===== src/rtl/segre_pipeline_ctrl.sv =====
// Pipeline hazard/flush controller: RAW stalls, taken-branch ID kill, memory-busy freeze.
// Optional performance counters are enabled by defining SEGRE_PIPELINE_STATS_EN.
module segre_pipeline_ctrl #(
    parameter int unsigned FLUSH_CYCLES = 1
) (
    input  logic        clk_i,
    input  logic        rsn_i,
    input  logic        valid_id_i,
    input  logic [4:0]  src_a_id_i,
    input  logic [4:0]  src_b_id_i,
    input  logic        valid_ex_i,
    input  logic        rf_we_ex_i,
    input  logic [4:0]  rf_waddr_ex_i,
    input  logic        valid_mem_i,
    input  logic        rf_we_mem_i,
    input  logic [4:0]  rf_waddr_mem_i,
    input  logic        valid_wb_i,
    input  logic        rf_we_wb_i,
    input  logic [4:0]  rf_waddr_wb_i,
    input  logic        br_taken_i,
    input  logic        mem_busy_i,
    output logic        block_pc_o,
    output logic        block_id_o,
    output logic        block_ex_o,
    output logic        block_mem_o,
    output logic        inject_nops_o,
    output logic        inject_ex_nop_o
`ifdef SEGRE_PIPELINE_STATS_EN
    ,
    output logic [31:0] stall_cycles_o,
    output logic [31:0] flush_count_o
`endif
);

    typedef enum logic [1:0] {
        StRun,
        StFlush,
        StMemWait
    } state_e;

    localparam logic [2:0] FlushLoad = 3'(FLUSH_CYCLES);

    state_e     r_state;
    state_e     w_state_nxt;
    logic [2:0] r_cnt;
    logic [2:0] w_cnt_nxt;
    logic       w_raw;
    logic       w_br;

    function automatic logic hit(input logic [4:0] src, input logic v, input logic we,
                                 input logic [4:0] addr);
        return (src != 5'd0) && v && we && (addr == src);
    endfunction

    function automatic logic src_hazard(input logic [4:0] src);
        return hit(src, valid_ex_i, rf_we_ex_i, rf_waddr_ex_i)
            || hit(src, valid_mem_i, rf_we_mem_i, rf_waddr_mem_i)
            || hit(src, valid_wb_i, rf_we_wb_i, rf_waddr_wb_i);
    endfunction

    assign w_raw = valid_id_i && (src_hazard(src_a_id_i) || src_hazard(src_b_id_i));
    assign w_br  = br_taken_i && valid_ex_i;

    always_comb begin
        w_state_nxt     = r_state;
        w_cnt_nxt       = r_cnt;
        block_pc_o      = 1'b0;
        block_id_o      = 1'b0;
        block_ex_o      = 1'b0;
        block_mem_o     = 1'b0;
        inject_nops_o   = 1'b0;
        inject_ex_nop_o = 1'b0;

        if (mem_busy_i) begin
            // Freeze the whole pipe; the flush counter keeps its value for after the wait.
            block_pc_o  = 1'b1;
            block_id_o  = 1'b1;
            block_ex_o  = 1'b1;
            block_mem_o = 1'b1;
            w_state_nxt = StMemWait;
        end else if (w_br) begin
            inject_nops_o   = 1'b1;
            inject_ex_nop_o = 1'b1;
            w_cnt_nxt       = FlushLoad;
            w_state_nxt     = (FLUSH_CYCLES > 0) ? StFlush : StRun;
        end else begin
            unique case (r_state)
                StRun: begin
                    if (w_raw) begin
                        block_pc_o      = 1'b1;
                        block_id_o      = 1'b1;
                        inject_ex_nop_o = 1'b1;
                    end
                end
                StFlush: begin
                    inject_nops_o = 1'b1;
                    if (r_cnt <= 3'd1) begin
                        w_cnt_nxt   = 3'd0;
                        w_state_nxt = StRun;
                    end else begin
                        w_cnt_nxt = r_cnt - 3'd1;
                    end
                end
                StMemWait: begin
                    w_state_nxt = (r_cnt != 3'd0) ? StFlush : StRun;
                end
                default: begin
                    w_state_nxt = StRun;
                    w_cnt_nxt   = 3'd0;
                end
            endcase
        end

        // Under reset the ID and EX inputs are forced to bubbles.
        if (!rsn_i) begin
            block_pc_o      = 1'b0;
            block_id_o      = 1'b0;
            block_ex_o      = 1'b0;
            block_mem_o     = 1'b0;
            inject_nops_o   = 1'b1;
            inject_ex_nop_o = 1'b1;
        end
    end

    always_ff @(posedge clk_i or negedge rsn_i) begin
        if (!rsn_i) begin
            r_state <= StRun;
            r_cnt   <= 3'd0;
        end else begin
            r_state <= w_state_nxt;
            r_cnt   <= w_cnt_nxt;
        end
    end

`ifdef SEGRE_PIPELINE_STATS_EN
    logic        w_br_accept;
    logic [31:0] r_stall_cycles;
    logic [31:0] r_flush_count;

    assign w_br_accept = w_br && !mem_busy_i;

    always_ff @(posedge clk_i or negedge rsn_i) begin
        if (!rsn_i) begin
            r_stall_cycles <= 32'd0;
            r_flush_count  <= 32'd0;
        end else begin
            if (block_pc_o) begin
                r_stall_cycles <= r_stall_cycles + 32'd1;
            end
            if (w_br_accept) begin
                r_flush_count <= r_flush_count + 32'd1;
            end
        end
    end

    assign stall_cycles_o = r_stall_cycles;
    assign flush_count_o  = r_flush_count;
`endif

endmodule


===== config.mk =====
export PLATFORM = sky130hd
export DESIGN_NAME = segre_pipeline_ctrl
export DESIGN_NICKNAME = d
export VERILOG_FILES = /design/src/rtl/segre_pipeline_ctrl.sv
export SDC_FILE = /design/constraint.sdc
export NUM_CORES = 1
export LEC_CHECK = 0
export BUFFER_PORTS_ARGS = -buffer_cell sky130_fd_sc_hd__clkbuf_2
export CELL_PAD_IN_SITES_DETAIL_PLACEMENT = 2
export CELL_PAD_IN_SITES_GLOBAL_PLACEMENT = 2
export CORE_UTILIZATION = 20
export CTS_CLUSTER_SIZE = 16
export DETAILED_ROUTE_END_ITERATION = 7
export PLACE_DENSITY = 0.71
export SETUP_SLACK_MARGIN = 0.2
export SYNTH_ARGS = -nofsm -noshare
export SYNTH_HDL_FRONTEND = slang
export SYNTH_SLANG_ARGS = --single-unit

===== constraint.sdc =====
create_clock -name clk_i -period 3.1 [get_ports clk_i]
set_input_delay 0.93 -clock clk_i [delete_from_list [all_inputs] [get_ports clk_i]]
set_output_delay 0.93 -clock clk_i [all_outputs]
set_load 0.005 [all_outputs]

# After elaboration in Yosys (flattened, before gate mapping)
# Cells that the tools add are included.
[totals] reg_bits=5 in_bits=36 output_inout_bits=6 wordCells=70
[classes] addsub=1 order_cmp=1 n_eq_ne=11 n_mux=22 bitwise_logic=1 reduce_logical=32
[op_table] operator="$eq 5x5->1" count=6
[op_table] operator="$logic_and 1x1->1" count=20
[op_table] operator="$mux 1" count=15
[op_table] operator="$reduce_bool 5->1" count=2
[op_table] operator="$mux 2" count=3
[op_table] operator="$mux 3" count=2
[op_table] operator="$pmux 2 s3" count=1
[op_table] operator="$pmux 3 s2" count=1
[op_table] operator="$logic_or 1x1->1" count=5
[op_table] operator="$ne 4x4->1 const B" count=1
[op_table] operator="$reduce_and 2->1" count=2
[op_table] operator="$le 3x1->1 const B" count=1
[op_table] operator="$ne 3x3->1 const B" count=1
[op_table] operator="$reduce_bool 3->1" count=1
[op_table] operator="$sub 3x1->3 const B" count=1
[op_table] operator="$eq 2x1->1 const B" count=1
[op_table] operator="$eq 2x2->1 const B" count=1
[op_table] operator="$logic_not 2->1" count=1
[op_table] operator="$ne 2x1->1 const B" count=1
[op_table] operator="$reduce_or 2->1" count=1
[op_table] operator="$not 1->1" count=1

# Longest topological paths before layout
# Gate-level depths: netlist of the first run.
[depth] ltp_word=13 depth_mapped=7 mapped_depth_nobuf=7

# Worst setup path after synthesis of the first run
# Ideal clock, no wire load.
[synth_path] path_kind="input -> output" start="input port src_a_id_i[1]" end="output port block_pc_o" t_arrival_ns=2.253 required_ns=2.170 setup_slack_ns=-0.083 path_stages=6 n_path_buf=1 path_cell_list="or4_1 > nor2_2 > nor3_1 > nor4_2 > o211ai_1 > buf_4"
[synth_between] elab_chain_cells=13 word_cells_on_any_way=22 classes_between="eq/ne: 3; mux: 5; reduce/logical: 14"
[synth_rtl] item="from (decl)" line="9" rtl="input logic [4:0] src_a_id_i,"
[synth_rtl] item="$reduce_bool 5->1" line="52" rtl="return (src != 5'd0) && v && we && (addr == src);"
[synth_rtl] item="$logic_and 1x1->1 (3 in a row)" line="52"
[synth_rtl] item="$logic_or 1x1->1" line="57" rtl="|| hit(src, valid_mem_i, rf_we_mem_i, rf_waddr_mem_i)"
[synth_rtl] item="$logic_or 1x1->1 (*)" line="58" rtl="|| hit(src, valid_wb_i, rf_we_wb_i, rf_waddr_wb_i);"
[synth_rtl] item="$logic_or 1x1->1 (*)" line="61" rtl="assign w_raw = valid_id_i && (src_hazard(src_a_id_i) || src_hazard(src_b_id_i));"
[synth_rtl] item="$logic_and 1x1->1 (*)" line="61"
[synth_rtl] item="$mux 1 (*) (5 in a row)"
[synth_rtl] item="to (decl)" line="22" rtl="output logic block_pc_o,"
# Mark *: on every way between the ends. The rest lies on a longest branch, timed or not.

# Final worst setup path of the first run
[layout_path] start="input port src_a_id_i[4]" end="output port block_pc_o"
[layout_between] elab_chain_cells=13 word_cells_on_any_way=22 classes_between="eq/ne: 3; mux: 5; reduce/logical: 14"
[layout_rtl] item="$reduce_bool 5->1" line="52"
[layout_rtl] item="$logic_and 1x1->1 (3 in a row)" line="52"
[layout_rtl] item="$logic_or 1x1->1" line="57"
[layout_rtl] item="$logic_or 1x1->1 (*)" line="58"
[layout_rtl] item="$logic_or 1x1->1 (*)" line="61"
[layout_rtl] item="$logic_and 1x1->1 (*)" line="61"
[layout_rtl] item="$mux 1 (*)" line="89" rtl="if (w_raw) begin"
[layout_rtl] item="$mux 1 (*)" line="87" rtl="unique case (r_state)"
[layout_rtl] item="$mux 1 (*)" line="81" rtl="end else if (w_br) begin"
[layout_rtl] item="$mux 1 (*)" line="74" rtl="if (mem_busy_i) begin"
[layout_rtl] item="$mux 1 (*)" line="115" rtl="if (!rsn_i) begin"
# Marks and branches as above.

==> parameters.txt, run 1 <==
Parameter                              Value

Drt
  Via density per instance ... around 4.6
  Final ANT Viol Nets ... 0
  Drt total wl ... between 2 and 3 mm
  Via Count ... 931
  Post-DR wirelength/cell ... between 10 and 15 microns
  Drt drc ... 0
  Count of routing violations after the opening detailed-route iteration ... 10
  TritonRoute pass-1 iters ... 3

Timing
  Max Freq ... between 300 and 400 MHz
  Final worst clock skew ... 0.00257 ns
  Final clock period utilization by the worst path ... 106%
  Aggregate negative setup slack ... -0.514 ns
  Setup repair after global routing missed its margin ... yes
  Worst max-slew margin expressed relative to the limit ... about three quarters
  Final-report setup violation count ... 3
  Final period demand of the worst path ... about 3.3 ns
  Max Slew Vio Count ... 0
  Number of failing hold endpoints at the final stage ... 0
  Final setup slack of the worst path ... -0.187 ns
  Worst Max-Slew Pin Slew ... approximately 0.36 ns

Synthesis
  Share of async-settable or async-resettable flops after synthesis ... between 90% and 100%
  Mapped Area ... about 770 sq um
  Synthesis-stage register bit count ... 5
  Share of synthesized area occupied by flip-flops and latches ... between 15 and 20%
  Synth Instances ... 100
  Average instance area after synthesis ... around 7.7 sq um
  Most used standard cells in the synthesized netlist ... 27 x sky130_fd_sc_hd__xnor2_1, 8 x sky130_fd_sc_hd__o21ai_0, 6 x sky130_fd_sc_hd__inv_1, 6 x sky130_fd_sc_hd__nand2_1
  Warnings, synthesis ... 0
  Unique cell type count in the Yosys netlist ... 32
  Cell with the most instances after synthesis ... sky130_fd_sc_hd__xnor2_1
  Number of enable-type register cells in the synthesized netlist ... 0
  Post-Syn Nets ... ~140
  Share of Yosys cell area claimed by the top area cell type ... a little under a third
  Leading post-synthesis cells by cell area ... sky130_fd_sc_hd__xnor2_1 31%, sky130_fd_sc_hd__dfrtp_1 16%, sky130_fd_sc_hd__o21ai_0 5.2%
  Primary FF master, synth ... sky130_fd_sc_hd__dfrtp_1
  Cell type contributing the most total cell area after synthesis ... sky130_fd_sc_hd__xnor2_1

Floorplanning
  Total Die Area ... between 4000 and 5000 sq um
  Initial Util ... between 20% and 30%
  Die Span X ... between 60 and 70 microns
  Die height ... about 64 microns
  I/O pins ... 42
  Cell row count ... 22
  Total core area ... 3690 sq um

Critical path
  Reg2reg path depth ... 6
  Reg-to-Reg End ... r_cnt[2]$_DFFE_PN0P_
  Critical Path Source Type ... primary input
  Crit path DAT ... approximately 2.4 ns
  Register-to-register path setup slack ... 1.39 ns
  Critical path capture point type ... primary output
  Worst path required time ... between 2 and 2.5 ns
  Launch point of the worst reg-to-reg path ... r_cnt[0]$_DFFE_PN0P_
  Class of the most critical setup path ... primary input to primary output
  Biggest fanout along the worst timing path ... 3

Finish
  Final cell area excluding filler cells ... 1180 sq um
  Count of fill cells added during filler insertion ... 458
  Net count reported at finish ... about 190
  Post-layout instance count excluding filler cells ... ~200
  Area growth, synth to finish ... 52.5%
  Fraction of final layout cells sized beyond drive strength 1 ... 41.2%
  # diodes ... 0

Pwr
  PnR Total Power ... 0.386 mW
  Peak ir drop on the vdd network ... 0.107 mV
  Power density cells ... around 330 nW/um^2
  Static power due to leakage ... between 0.5 and 0.6 nW

GRT
  Remaining global-route overflow ... 0
  GRT Util Overall ... between 15 and 20%
  Number of global-route vias before repair ... about 1100
  Antenna violations before repair ... 0
  Largest net degree at the start of global routing ... 10
  Wire length of the first global-routing pass ... between 4 and 5 mm

CTS
  Count of H-tree levels built during CTS ... 1
  Total CTS buffers ... 3
  Maximum root-to-sink buffer count ... 2
  CTS clock-pin slew for the worst setup and hold paths ... 0.04 ns
  Clock tree from TritonCTS ... yes
  Clock sink count ... 5
  Cts hold-fix bufs ... 0
  Buffer type at the clock tree root ... sky130_fd_sc_hd__clkbuf_8
  Clock latency of the later-clocked register in the worst-skew pair ... between 0.2 and 0.25 ns

Status
  Result of the run ... finished with violations
  Failing checks ... setup timing

Placed design
  Placer's final routability congestion estimate ... about 0.94
  Post-Place Cells ... 196
  Count of input and output buffers ... slightly above 40
  Placed cell areas ... roughly 1100 sq um
  Dpl ws ... -0.213 ns
  HPWL reported at the end of detailed placement ... about 2.7 mm

Run
  Maximum capacitance violations ... 0

Hold path
  Path category of the worst min-delay check ... primary input to asynchronous set/reset pin
-- per-stage QoR --
step	hold slack (ns)	util, %
floorplan	0.497	-
CTS	0.549	31.9
global route	0.555	32.0
global placement	0.526	30.2
finish	0.545	32.0
detailed placement	0.549	30.2
-- worst max path at each step --
stage / startpoint / endpoint / slack [ns] / cells past startpoint
3_5_place_dp: src_a_id_i[1] / block_pc_o / -0.21 / 7
5_1_grt: src_a_id_i[4] / block_id_o / -0.29 / 7
2_1_floorplan: src_a_id_i[1] / block_pc_o / -0.06 / 6
3_3_place_gp: src_a_id_i[1] / block_pc_o / -0.17 / 7
6_report: src_a_id_i[4] / block_pc_o / -0.19 / 7
4_1_cts: src_a_id_i[4] / block_pc_o / -0.21 / 7
-- cells in the final DEF, fill, tap and decap left out, drive strengths merged --
master / netlist / layout
a31oi: 1 / 1
xnor2: 27 / 27
nor2: 4 / 4
o31a: 1 / 1
a21oi: 2 / 2
xor2: 1 / 1
o21ba: 1 / 1
inv: 6 / 6
nor2b: 1 / 1
nand2b: 2 / 2
o21ai: 8 / 8
and2: 1 / 1
dfrtp: 5 / 5
nand3: 5 / 5
o21bai: 1 / 1
o221ai: 1 / 1
o31ai: 1 / 1
nor4: 3 / 3
nor3: 5 / 5
or3: 1 / 1
nor3b: 1 / 1
nand4: 5 / 5
buf: 2 / 13
ha: 3 / 3
a22o: 1 / 1
clkbuf: 1 / 43
nand2: 6 / 6
or4: 2 / 2
a221o: 1 / 1
o211ai: 1 / 1
-- critical path: stages --
cell and delay, ns:
sky130_fd_sc_hd__buf_6 0.09, sky130_fd_sc_hd__or4_4 0.54, sky130_fd_sc_hd__nor2_4 0.13, sky130_fd_sc_hd__nor3_2 0.05, sky130_fd_sc_hd__nor4_2 0.32, sky130_fd_sc_hd__o211ai_1 0.16
sky130_fd_sc_hd__clkbuf_2 0.13
-- cells by family after synthesis --
group	after synthesis	share of synthesized area (%)
flops	5	16.2
xor+xnor	28	31.7
buf+inv	9	5.33
fa+ha+maj	3	4.85
compound gates	19	16.2
simple gates	36	25.8
-- power by group --
part | total (mW) | switching [mW] | leakage [nW] | internal, mW
Sequential | 0.0935 | 0.0149 | 0.0621 | 0.0787
Combinational | 0.168 | 0.0806 | 0.426 | 0.0877
Clock | 0.124 | 0.0358 | 0.0228 | 0.0886
Total | 0.386 | 0.131 | 0.511 | 0.255
-- routing by layer --
layer	global-route usage, %	wire length (microns)	part of all wire (%)
met5	0	0	0
met4	5.83	41	1.4
met3	1.79	129	4.4
met2	32.4	1630	56
met1	15.7	1100	38
-- flip-flops by register name, summed over array words and instances, names as in the netlist --
| name | count |
|---|---|
| r_cnt | 3 |
| r_state | 2 |
-- area by class of cell --
class / instances / area (sq um) / area share, %
Multi-Input combinational cell: 86 / 634 / 53.7
Timing Repair Buffer: 52 / 294 / 24.9
Sequential cell: 5 / 125 / 10.6
Tap cell: 48 / 60.1 / 5.08
Clock buffer: 4 / 45.0 / 3.81
Inverter: 6 / 22.5 / 1.91
-- repair_timing --
| item | 4_1_cts | 5_1_grt |
|---|---|---|
| buffers inserted | 1 | 0 |
| pin swaps | 6 | 1 |
| gates resized for setup | 2 | 2 |
| setup endpoints to repair | 3 | 3 |
Note: power is estimated with default switching activity, not from simulation.
==> run 2: changes to the inputs <==
--- a/config.mk
+++ b/config.mk
@@ -8,10 +8,11 @@
 export BUFFER_PORTS_ARGS = -buffer_cell sky130_fd_sc_hd__clkbuf_2
 export CELL_PAD_IN_SITES_DETAIL_PLACEMENT = 2
 export CELL_PAD_IN_SITES_GLOBAL_PLACEMENT = 2
-export CORE_UTILIZATION = 20
+export CORE_UTILIZATION = 23
+export CTS_CLUSTER_DIAMETER = 200
 export CTS_CLUSTER_SIZE = 16
 export DETAILED_ROUTE_END_ITERATION = 7
-export PLACE_DENSITY = 0.71
+export PLACE_DENSITY = 0.77
 export SETUP_SLACK_MARGIN = 0.2
 export SYNTH_ARGS = -nofsm -noshare
 export SYNTH_HDL_FRONTEND = slang
==> constraint.sdc (replaced) <==
create_clock -name clk_i -period 3.2 [get_ports clk_i]
set_input_delay 0.96 -clock clk_i [delete_from_list [all_inputs] [get_ports clk_i]]
set_output_delay 0.96 -clock clk_i [all_outputs]
set_load 0.005 [all_outputs]
==> parameters.txt, run 2 (synthesized netlist as in run 1, its figures left out) <==
Parameter                              Value

Status
  Result of the run ... finished with violations
  Failing checks ... setup timing

CTS
  Count of H-tree levels built during CTS ... 1
  Clock tree from TritonCTS ... yes
  Clock latency of the later-clocked register in the worst-skew pair ... between 0.2 and 0.3 ns
  Clock sink count ... 5
  Buffers inserted by post-CTS timing repair ... 0
  Total CTS buffers ... 3
  Buffer type at the clock tree root ... sky130_fd_sc_hd__clkbuf_4
  Cts hold-fix bufs ... 0
  Maximum root-to-sink buffer count ... 2
  CTS clock-pin slew for the worst setup and hold paths ... around 0.050 ns

Finish
  Flip-flop count of the largest register after layout ... 3
  Most frequent standard cell in the layout excluding fill and tap cells ... sky130_fd_sc_hd__clkbuf_2
  Register bank with the most flops ... r_cnt
  Share of the core filled with cells ... 37.2%
  Net count reported at finish ... between 150 and 200
  Final cell area excluding filler cells ... between 1000 and 1500 sq um
  # diodes ... 0
  Count of fill cells added during filler insertion ... around 380
  Fraction of final layout cells sized beyond drive strength 1 ... roughly two fifths
  Top library cells by usage in the layout, fill and taps aside ... 38 x sky130_fd_sc_hd__clkbuf_2, 27 x sky130_fd_sc_hd__xnor2_1, 9 x sky130_fd_sc_hd__buf_4
  Area growth, synth to finish ... 50.1%
  Largest regs ... r_cnt x3, r_state x2

Pwr
  Static power due to leakage ... ~0.5 nW
  Power density cells ... a little under 300 nW/um^2
  PnR Total Power ... between 0.3 and 0.4 mW
  Peak ir drop on the vdd network ... 0.0927 mV

GRT
  Largest net degree at the start of global routing ... 10
  GRT Util Overall ... 19.6%
  Wire length of the first global-routing pass ... approximately 5.0 mm
  Number of global-route vias before repair ... 1096
  Antenna violations before repair ... 0
  Remaining global-route overflow ... 0

Drt
  Top routing layer in use ... met4
  Drt total wl ... 3.08 mm
  TritonRoute pass-1 iters ... 2
  M1 wire length ... between 1 and 1.5 mm
  Via density per instance ... between 4 and 5
  Drt drc ... 0
  Wire length on met3 ... ~140 microns
  Post-DR wirelength/cell ... around 16 microns
  Count of routing violations after the opening detailed-route iteration ... 23
  Final ANT Viol Nets ... 0
  Via Count ... 943
  Met2 WL ... between 1.5 and 2 mm

Timing
  Final setup slack of the worst path ... -0.149 ns
  Final worst clock skew ... ~0.0053 ns
  Worst Max-Slew Pin Slew ... 0.408 ns
  Final period demand of the worst path ... about 3.3 ns
  Max Slew Vio Count ... 0
  Final-report setup violation count ... 3
  Worst max-slew margin expressed relative to the limit ... between 70 and 80%
  Number of failing hold endpoints at the final stage ... 0
  Setup repair after global routing missed its margin ... yes
  Worst Hold Margin ... about 0.54 ns
  Max Freq ... 299 MHz
  Final clock period utilization by the worst path ... 105%

Critical path
  Number of buffer and inverter stages on the critical path ... 2
  Crit path DAT ... approximately 2.4 ns
  Biggest fanout along the worst timing path ... 2
  Worst path required time ... 2.24 ns
  Critical Path Source Type ... primary input
  Launch point of the worst reg-to-reg path ... r_cnt[1]$_DFFE_PN0P_
  Ordered cell list for the critical path ... buf_6 -> or4_4 -> nor2_4 -> nor3_4 -> nor4_4 -> o211ai_1 -> buf_2
  Worst setup startpoint ... src_b_id_i[4]
  Library cell contributing the largest single delay on the critical path ... sky130_fd_sc_hd__or4_4
  Critical path capture point type ... primary output
  Cell family with most CP delay ... simple AND/OR/NAND/NOR gates
  Class of the most critical setup path ... primary input to primary output
  Max stage delay on crit path ... ~0.55 ns

Hold path
  Path category of the worst min-delay check ... primary input to asynchronous set/reset pin

Floorplanning
  Cell row count ... 20
  Total Die Area ... 3600 sq um
  Total core area ... about 3100 sq um
  Die height ... around 60 microns
  Initial Util ... 24.8%
  Die Span X ... about 60 microns
  I/O pins ... 42

Run
  Maximum capacitance violations ... 0

Placed design
  Dpl ws ... -0.190 ns
  Placed cell areas ... between 1000 and 1500 sq um
  HPWL reported at the end of detailed placement ... approximately 2.8 mm
  Count of input and output buffers ... 41
  Placer's final routability congestion estimate ... about 0.88
[run 2: what timing repair did]
action | CTS | global route
gates resized for setup | 0 | 8
pin swaps | 2 | 6
setup endpoints to repair | 3 | 3
[run 2: through the flow]
step / setup TNS (ns) / instances
2_1_floorplan: -0.0154 / 100
3_3_place_gp: -0.310 / 191
5_1_grt: -0.657 / 195
3_5_place_dp: -0.533 / 191
4_1_cts: -0.394 / 195
6_report: -0.411 / 195
[run 2: area by class of cell]
cell class / count / area [sq um] / area share, %
Inverter: 6 / 22.5 / 1.94
Multi-Input combinational cell: 86 / 654 / 56.3
Tap cell: 44 / 55.1 / 4.74
Timing Repair Buffer: 50 / 279 / 24.0
Sequential cell: 5 / 125 / 10.8
Clock buffer: 4 / 26.3 / 2.26
[run 2: path summary, 6_finish.rpt]
| path | cells after the start | endpoint | slack (ns) |
|---|---|---|---|
| min | 1 | r_cnt[1]$_DFFE_PN0P_ | 0.54 |
| max reg2reg | 7 | r_cnt[2]$_DFFE_PN0P_ | 1.39 |
| max | 7 | block_pc_o | -0.15 |
| min reg2reg | 2 | r_cnt[1]$_DFFE_PN0P_ | 0.56 |
| max in group asynchronous | 1 | r_state[0]$_DFFE_PN0P_ | 2.47 |
| min in group clk_i | 2 | r_cnt[1]$_DFFE_PN0P_ | 0.56 |
[run 2: metal layers]
layer / vias to the layer above / GRT usage, %
met5: - / 0
met4: 0 / 7.64
met3: 6 / 2.16
met2: 37 / 40.3
met1: 445 / 19.5
li1: 455 / -
[run 2: worst register-to-register path, cell delays in order, from the launching register on]
cell and delay [ns]:
sky130_fd_sc_hd__dfrtp_1 0.37, sky130_fd_sc_hd__inv_1 0.09, sky130_fd_sc_hd__ha_1 0.18, sky130_fd_sc_hd__o21ba_2 0.22, sky130_fd_sc_hd__o21ai_0 0.11, sky130_fd_sc_hd__or3_1 0.38, sky130_fd_sc_hd__o21ai_0 0.23, sky130_fd_sc_hd__a22o_1 0.16
[run 2: power by group]
| part | leakage (nW) | internal [mW] | switching, mW |
|---|---|---|---|
| clock | 0.0150 | 0.0475 | 0.0315 |
| sequential | 0.0621 | 0.0760 | 0.0151 |
| combinational | 0.425 | 0.0846 | 0.0820 |
==> run 3: changes to the inputs <==
--- a/config.mk
+++ b/config.mk
@@ -8,6 +8,7 @@
 export BUFFER_PORTS_ARGS = -buffer_cell sky130_fd_sc_hd__clkbuf_2
 export CELL_PAD_IN_SITES_DETAIL_PLACEMENT = 2
 export CELL_PAD_IN_SITES_GLOBAL_PLACEMENT = 2
+export CORE_ASPECT_RATIO = 1.75
 export CORE_UTILIZATION = 23
 export CTS_CLUSTER_DIAMETER = 200
 export CTS_CLUSTER_SIZE = 16
==> parameters.txt, run 3 (synthesized netlist as in run 1, its figures left out) <==
Parameter                              Value

Pwr
  Static power due to leakage ... 0.511 nW
  Clock share of power ... a little under a third
  Power density cells ... 324 nW/um^2
  Cell internal power dissipation ... ~0.25 mW
  Peak ir drop on the vdd network ... about 0.17 mV
  Sequential cell fraction of total power ... approximately a quarter
  Switching power as a share of total power ... roughly 35%
  Net switching component of the power ... about 0.14 mW
  Power share of the combinational group ... about 45%

Drt
  Via Count ... around 1000
  Final ANT Viol Nets ... 0
  Met2 WL ... roughly 2.1 mm
  Via density per instance ... around 5
  Top routing layer in use ... met4
  Drt drc ... 0
  Wire length on met3 ... 114 microns
  Drt total wl ... 3.29 mm
  TritonRoute pass-1 iters ... 2
  Post-DR wirelength/cell ... 16.8 microns
  M1 wire length ... approximately 910 microns
  Count of routing violations after the opening detailed-route iteration ... 12

Finish
  Top library cells by usage in the layout, fill and taps aside ... 38 x sky130_fd_sc_hd__clkbuf_2, 27 x sky130_fd_sc_hd__xnor2_1, 11 x sky130_fd_sc_hd__buf_4
  Net count reported at finish ... about 190
  # diodes ... 0
  Most frequent standard cell in the layout excluding fill and tap cells ... sky130_fd_sc_hd__clkbuf_2
  Count of fill cells added during filler insertion ... between 400 and 500
  Flip-flop count of the largest register after layout ... 3
  FF+latch area ... roughly 130 sq um
  Register bank with the most flops ... r_cnt
  Fraction of final layout cells sized beyond drive strength 1 ... a little over two fifths
  Total area of multi-input combinational cells ... 646 sq um
  Share of the core filled with cells ... a little under two fifths
  Largest regs ... r_cnt x3, r_state x2
  Area growth, synth to finish ... 53.2%

Timing
  Final worst clock skew ... roughly 0.0015 ns
  Final-report setup violation count ... 3
  Worst Max-Slew Pin Slew ... between 0.3 and 0.4 ns
  Max Freq ... ~300 MHz
  Aggregate negative setup slack ... -0.358 ns
  Final setup slack of the worst path ... -0.149 ns
  Final clock period utilization by the worst path ... 105%
  Number of failing hold endpoints at the final stage ... 0
  Setup repair after global routing missed its margin ... yes
  Final period demand of the worst path ... between 3 and 4 ns
  Worst max-slew margin expressed relative to the limit ... around 78%
  Max Slew Vio Count ... 0

CTS
  Count of H-tree levels built during CTS ... 1
  CTS clock-pin slew for the worst setup and hold paths ... 0.04 ns
  Buffer type at the clock tree root ... sky130_fd_sc_hd__clkbuf_8
  Clock sink count ... 5
  Clock latency of the later-clocked register in the worst-skew pair ... roughly 0.22 ns
  Maximum root-to-sink buffer count ... 2
  Total CTS buffers ... 3
  Clock tree from TritonCTS ... yes

Critical path
  Library cell contributing the largest single delay on the critical path ... sky130_fd_sc_hd__or4_4
  Biggest fanout along the worst timing path ... 3
  Reg2reg path depth ... 6
  Critical path capture point type ... primary output
  Max stage delay on crit path ... 0.54 ns
  Ordered cell list for the critical path ... buf_6 -> or4_4 -> nor2_4 -> nor3_2 -> nor4_2 -> o211ai_1 -> buf_2
  Cell family with most CP delay ... simple AND/OR/NAND/NOR gates
  Crit path DAT ... between 2 and 2.5 ns
  Worst path required time ... 2.24 ns
  Total number of cells along the worst setup path ... 7
  Number of buffer and inverter stages on the critical path ... 2
  Register-to-register path setup slack ... about 1.4 ns
  Critical Path Source Type ... primary input
  Class of the most critical setup path ... primary input to primary output

Placed design
  Count of input and output buffers ... 41
  Placer's final routability congestion estimate ... between 0.8 and 0.9
  HPWL reported at the end of detailed placement ... between 2 and 3 mm

Status
  Failing checks ... setup timing
  Result of the run ... finished with violations

Floorplanning
  Die Span X ... ~46 microns
  Initial Util ... between 20 and 25%
  Total Die Area ... roughly 3600 sq um
  I/O pins ... 42
  Cell row count ... 27
  Total core area ... 3180 sq um
  Die height ... about 79 microns

Hold path
  Worst hold path depth ... 2
  Path category of the worst min-delay check ... register to register

GRT
  Remaining global-route overflow ... 0
  Number of global-route vias before repair ... ~1200
  Antenna violations before repair ... 0
  Wire length of the first global-routing pass ... 5.28 mm
  Largest net degree at the start of global routing ... 10
  GRT Util Overall ... 20.6%

Run
  Maximum capacitance violations ... 0
run 3: worst reg2reg max path: stages (launching register included):
cell and delay, ns:
sky130_fd_sc_hd__dfrtp_1 0.42, sky130_fd_sc_hd__ha_1 0.23, sky130_fd_sc_hd__o21ba_2 0.24, sky130_fd_sc_hd__o21ai_0 0.12, sky130_fd_sc_hd__or3_1 0.39, sky130_fd_sc_hd__o21ai_0 0.23
sky130_fd_sc_hd__a22o_1 0.16
run 3: path summary, 6_finish.rpt:
path / from / to
hold / removal: r_cnt[1]$_DFFE_PN0P_ / r_cnt[1]$_DFFE_PN0P_
min in group asynchronous: rsn_i / r_state[0]$_DFFE_PN0P_
setup reg to reg: r_cnt[0]$_DFFE_PN0P_ / r_cnt[2]$_DFFE_PN0P_
hold reg to reg: r_cnt[1]$_DFFE_PN0P_ / r_cnt[1]$_DFFE_PN0P_
max in group asynchronous: rsn_i / r_cnt[1]$_DFFE_PN0P_
setup / recovery: src_a_id_i[3] / block_id_o
run 3: through the flow:
stage	hold slack (ns)	total power, mW	cells	setup WS, ns	instance area (sq um)
after floorplan	0.497	0.178	100	-0.0154	792
after detailed placement	0.552	0.262	191	-0.170	1110
after global placement	0.524	0.247	191	-0.114	1110
after global routing	0.588	0.414	196	-0.250	1190
final	0.548	0.385	196	-0.149	1190
after CTS	0.561	0.387	196	-0.161	1160
run 3: final cells by class:
cell class,instances,area share (%)
Multi-Input combinational cell,86,54.4
Timing Repair Buffer,52,24.8
Sequential cell,5,10.5
Tap cell,43,4.54
Clock buffer,4,3.80
Inverter,6,1.90
run 3: timing repair:
item / CTS / global route
setup buffers: 1 / 0
hold buffers: 0 / 0
endpoints found under the setup margin: 3 / 3
resized for setup: 1 / 6
pin swaps: 6 / 2
run 3: power groups by stage:
stage / Clock, mW / Combinational [mW] / Sequential, mW
6_report: 0.119 / 0.173 / 0.0924
5_1_grt: 0.128 / 0.191 / 0.0945
4_1_cts: 0.121 / 0.174 / 0.0920
3_5_place_dp: 0 / 0.169 / 0.0923
3_3_place_gp: 0 / 0.156 / 0.0910
2_1_floorplan: 0 / 0.0906 / 0.0873
run 3: metal layers:
layer,GRT usage (%),vias to the layer above
met5,0,-
met4,11.8,0
met3,1.82,16
met2,43.5,47
met1,15.3,460
li1,-,460
